### config.mk
export PLATFORM = sky130hd
export DESIGN_NAME = periph_tx_arbiter
export DESIGN_NICKNAME = d
export VERILOG_FILES = /design/src/rtl/periph_tx_arbiter.sv
export SDC_FILE = /design/constraint.sdc
export NUM_CORES = 1
export LEC_CHECK = 0
export BUFFER_PORTS_ARGS = -buffer_cell sky130_fd_sc_hd__buf_2
export CORE_MARGIN = 8
export CORE_UTILIZATION = 40
export DETAILED_ROUTE_END_ITERATION = 6
export GPL_TIMING_DRIVEN = 1
export PLACE_DENSITY = 0.71
export SKIP_LAST_GASP = 1
export SLEW_MARGIN = 15
export SYNTH_ARGS = -nofsm -noshare
export SYNTH_HDL_FRONTEND = slang
export SYNTH_SLANG_ARGS = --single-unit
### constraint.sdc
create_clock -name clk -period 1.98 [get_ports clk]
set_input_delay 0.099 -clock clk [delete_from_list [all_inputs] [get_ports clk]]
set_output_delay 0.099 -clock clk [all_outputs]
set_load 0.01 [all_outputs]
### src/rtl/periph_tx_arbiter.sv
// rtl/periph_tx_arbiter.sv - round-robin burst arbiter for four peripheral sources onto one registered 8-bit lane
// Define PERIPH_ARB_PRIO_EN to replace round-robin selection with fixed priority (spi highest).
module periph_tx_arbiter #(
   parameter int MAX_BURST = 4
) (
   input  logic       clk,
   input  logic       rst_n,
   input  logic       spi_valid,
   input  logic [3:0] spi_data,
   output logic       spi_ready,
   input  logic       spi2_valid,
   input  logic [1:0] spi2_data,
   output logic       spi2_ready,
   input  logic       uart_valid,
   input  logic [3:0] uart_data,
   output logic       uart_ready,
   input  logic       uart2_valid,
   input  logic [3:0] uart2_data,
   output logic       uart2_ready,
   output logic       out_valid,
   output logic [7:0] out_data,
   output logic [1:0] out_src,
   input  logic       out_ready,
   output logic [3:0] grant,
   output logic       busy
);

   typedef enum logic {IDLE, BURST} state_t;

   localparam logic [2:0] LAST_BEAT = 3'(MAX_BURST - 1);

   state_t     state, state_nx;
   logic [1:0] gnt_idx, gnt_nx;
   logic [1:0] last_idx, last_nx;
   logic [2:0] beat_cnt, cnt_nx;
   logic [1:0] win_idx;
   logic [3:0] vld;
   logic [7:0] sel_data;
   logic       g_valid;
   logic       can_take;
   logic       xfer;

   assign vld      = {uart2_valid, uart_valid, spi2_valid, spi_valid};
   assign busy     = (state == BURST);
   assign grant    = busy ? (4'b0001 << gnt_idx) : 4'b0000;
   assign g_valid  = vld[gnt_idx];
   assign can_take = !out_valid || out_ready;
   assign xfer     = busy && g_valid && can_take;

   assign spi_ready   = xfer && (gnt_idx == 2'd0);
   assign spi2_ready  = xfer && (gnt_idx == 2'd1);
   assign uart_ready  = xfer && (gnt_idx == 2'd2);
   assign uart2_ready = xfer && (gnt_idx == 2'd3);

`ifdef PERIPH_ARB_PRIO_EN
   always_comb begin
      win_idx = 2'd0;
      for (int i = 3; i >= 0; i--) begin
         if (vld[i]) win_idx = 2'(i);
      end
   end
`else
   logic       found;
   logic [1:0] cand_idx;

   // Search starts just past the previous owner, wrapping mod 4.
   always_comb begin
      win_idx  = 2'd0;
      found    = 1'b0;
      cand_idx = 2'd0;
      for (int k = 1; k <= 4; k++) begin
         cand_idx = last_idx + 2'(k);
         if (!found && vld[cand_idx]) begin
            win_idx = cand_idx;
            found   = 1'b1;
         end
      end
   end
`endif

   always_comb begin
      sel_data = 8'h00;
      case (gnt_idx)
         2'd0:    sel_data = {4'h0, spi_data};
         2'd1:    sel_data = {6'h00, spi2_data};
         2'd2:    sel_data = {4'h0, uart_data};
         default: sel_data = {4'h0, uart2_data};
      endcase
   end

   always_comb begin
      state_nx = state;
      gnt_nx   = gnt_idx;
      last_nx  = last_idx;
      cnt_nx   = beat_cnt;
      case (state)
         IDLE: begin
            if (|vld) begin
               gnt_nx   = win_idx;
               cnt_nx   = 3'd0;
               state_nx = BURST;
            end
         end
         default: begin
            // A dropped valid ends the burst without taking a beat.
            if (!g_valid) begin
               state_nx = IDLE;
               last_nx  = gnt_idx;
            end else if (xfer) begin
               cnt_nx = beat_cnt + 3'd1;
               if (beat_cnt == LAST_BEAT) begin
                  state_nx = IDLE;
                  last_nx  = gnt_idx;
               end
            end
         end
      endcase
   end

   always_ff @(posedge clk or negedge rst_n) begin
      if (!rst_n) begin
         state    <= IDLE;
         gnt_idx  <= 2'd0;
         last_idx <= 2'd3;
         beat_cnt <= 3'd0;
      end else begin
         state    <= state_nx;
         gnt_idx  <= gnt_nx;
         last_idx <= last_nx;
         beat_cnt <= cnt_nx;
      end
   end

   always_ff @(posedge clk or negedge rst_n) begin
      if (!rst_n) begin
         out_valid <= 1'b0;
         out_data  <= 8'h00;
         out_src   <= 2'd0;
      end else if (xfer) begin
         out_valid <= 1'b1;
         out_data  <= sel_data;
         out_src   <= gnt_idx;
      end else if (out_ready) begin
         out_valid <= 1'b0;
      end
   end

endmodule

==> reports/metrics.csv <==
metric,value,unit
drtAntennaViolNets,0,
synthMuxAreaShare,20.88,%
worstSetupEndpointType,output port,
cts-root-buf,clkbuf_4,
grt_pass1_vias,869,
diodes,0,
ys_ff_latch,15,
synth-xor-area-share,0.8805,%
maxCapViolCount,0,
synth_top_cell_by_area,dfrtp_1,
ys.flop_type,dfrtp_1,
setup_viol,0,
fill_cells,224,
htree_levels,1,
worstPathArrival,1.56,ns
hold_viol,0,
grt_max_degree,16,
required,1.88,ns
overflow,0,
numCtsBuffers,3,
io_buffer_count,36,
synth_async_sr_flop_share,100.0,%
rsz0062_at_grt,no,
synthCells,96,
antenna_found_initial,0,
post-cts-setup-buffers,0,
nNetsFinal,156,
syn_to_final_growth,20.88,%
post_dp_cell_area,1166,um^2
synth-seq-area-share,37.99,%
yosysMostFrequentCell,dfrtp_1,
clock.fmax,603.4,MHz
cts.path.max_buffers,2,
drc,0,
cts.sinks,15,
final-max-slew-violation-count,0,
synth_area_leaders,"dfrtp_1 33%, mux2_2 11%, dfstp_2 5.3%",
skew,0.008434,ns
core-area,2410,um^2
clkTransAtPathRegs,0.09,ns
grt_first_pass_wirelength,4.057,mm
worst_slack,0.3227,ns
wl_per_cell,14.58,um
ir_drop,768.7,uV
track_usage,11.50,%
syn_area_per_cell,10.36,um^2
die-area,4338,um^2
crit_fanout,4,
cts_tree,yes,
clock_latency,0.28,ns
synth_edf_count,0,
seqCellArea,377.9,um^2
synthAdderAreaFrac,2.516,%
routabilityCongestion,0.8620,
num_rows,18,
critPathKind,reg -> out,
postLayoutCellArea,1202,um^2
total_leakage_power,0.6000,nW
layout-drive-gt1-share,42.42,%
synth_top_family_by_area,multiplexers,
ys_warn_count,0,
powerDensity,1449,nW/um^2
period_needed,1.657,ns
synthSimpleGateAreaFrac,16.73,%
hp-class,in -> reg,
dp_hpwl,1.891,mm
fp.dieH,65.87,um
synth_common_cells,"13 x dfrtp_1, 10 x mux2_2, 7 x nand2_1, 7 x o21ai_0",
start_kind,flip-flop,
floorplan.initialDensity,41.28,%
p_total,0.001743,W
viasPerCell,5.259,
regToRegSetupSlack,0.36,ns
dp_slack,0.3798,ns
io-pin-count,41,
status,"complete, no violations",
synth_top_cell_area_share,32.70,%
finalCritPeriodShare,83.70,%
synth.distinct_cells,32,
synth-compound-area-share,12.20,%
die_x,65.87,um
drt_pre_antenna_iters,4,
multi_input_area,544.3,um^2
via_count,852,
fin_setup_tns,0,ns
drt_wl_total,2.362,mm
drtIter0Drc,32,
syn_area,994.7,um^2
## sequential cells by signal, indices dropped and copies added (netlist names)
name / flops
beat_cnt: 3
busy: 1
gnt_idx: 2
last_idx: 2
out_data: 4
out_src: 2
out_valid: 1
## cells by family after synthesis
kind of cell / count (synthesis)
flip-flops: 15
multiplexers: 15
AND/OR/NAND/NOR: 30
adder cells (fa/ha/maj): 2
AO/OA/AOI/OAI: 19
other: 1
buffers and inverters: 13
XOR/XNOR: 1
## layout make-up
class	instances	share of cell area (%)
flip-flops and latches	15	31.43
inverters	3	0.9365
multi-input cells	71	45.27
well taps	30	3.122
clock buffers	4	2.185
repair buffers	39	17.07
## layer usage
layer  up-vias  global-route usage [%]  share of wire (%)
li1        415                       -                  -
met1       403                   13.36                 42
met2        32                   18.64                 46
met3         2                   4.746                 12
met4         0                   3.815               0.47
met5         -                       0                  0
## final timing paths
| check | start | to | cells after the start |
|---|---|---|---|
| setup reg to reg | gnt_idx[0]$_DFFE_PN0P_ | last_idx[0]$_DFFE_PN1P_ | 4 |
| setup / recovery | gnt_idx[0]$_DFFE_PN0P_ | spi2_ready | 3 |
| hold reg to reg | out_data[2]$_DFFE_PN0P_ | out_data[2]$_DFFE_PN0P_ | 2 |
| min in group asynchronous | rst_n | out_data[1]$_DFFE_PN0P_ | 2 |
| hold / removal | spi_data[3] | out_data[3]$_DFFE_PN0P_ | 3 |
| max in group asynchronous | rst_n | last_idx[1]$_DFFE_PN1P_ | 2 |
## critical path, cell delays in order (launching register included)
cell     delay [ns]
dfrtp_1        0.38
mux4_2         0.57
and3_1         0.20
buf_2          0.14
## layout by cell type (no fill, tap or decap)
cell	instances
a21o_2	1
a21oi_1	4
a22o_1	1
a22oi_1	2
a32oi_1	2
and2_1	2
and3_1	5
buf_2	36
buf_4	2
clkbuf_1	1
clkbuf_4	3
conb_1	4
dfrtp_1	13
dfstp_2	2
dlygate4sd3_1	1
ha_1	2
inv_1	3
mux2_2	10
mux2i_1	2
mux4_1	2
mux4_2	1
nand2_1	7
nand2b_1	3
nand3_1	3
nand3_4	1
nor2_1	5
nor2b_1	3
nor3b_1	1
o21a_1	1
o21ai_0	7
o221ai_1	1
xnor2_1	1
## through the flow
stage          util, %  hold WS [ns]  cells
2_1_floorplan        -       -0.1966     99
3_3_place_gp     48.39       0.01742    157
3_5_place_dp     48.39       0.01976    157
4_1_cts          49.90        0.1450    162
5_1_grt          49.90        0.1292    162
6_report         49.90        0.1453    162
## power breakdown
group          internal, W  switching [W]
clock network    0.0000780      0.0000955
logic             0.000483       0.000484
registers         0.000473       0.000130
total              0.00103       0.000709
## what timing repair did
| action | 4_1_cts | 5_1_grt |
|---|---|---|
| resized for setup | 0 | 0 |
| hold buffers | 1 | 0 |
| hold endpoints to repair | 13 | 0 |
Power figures use the tool's default switching activity.
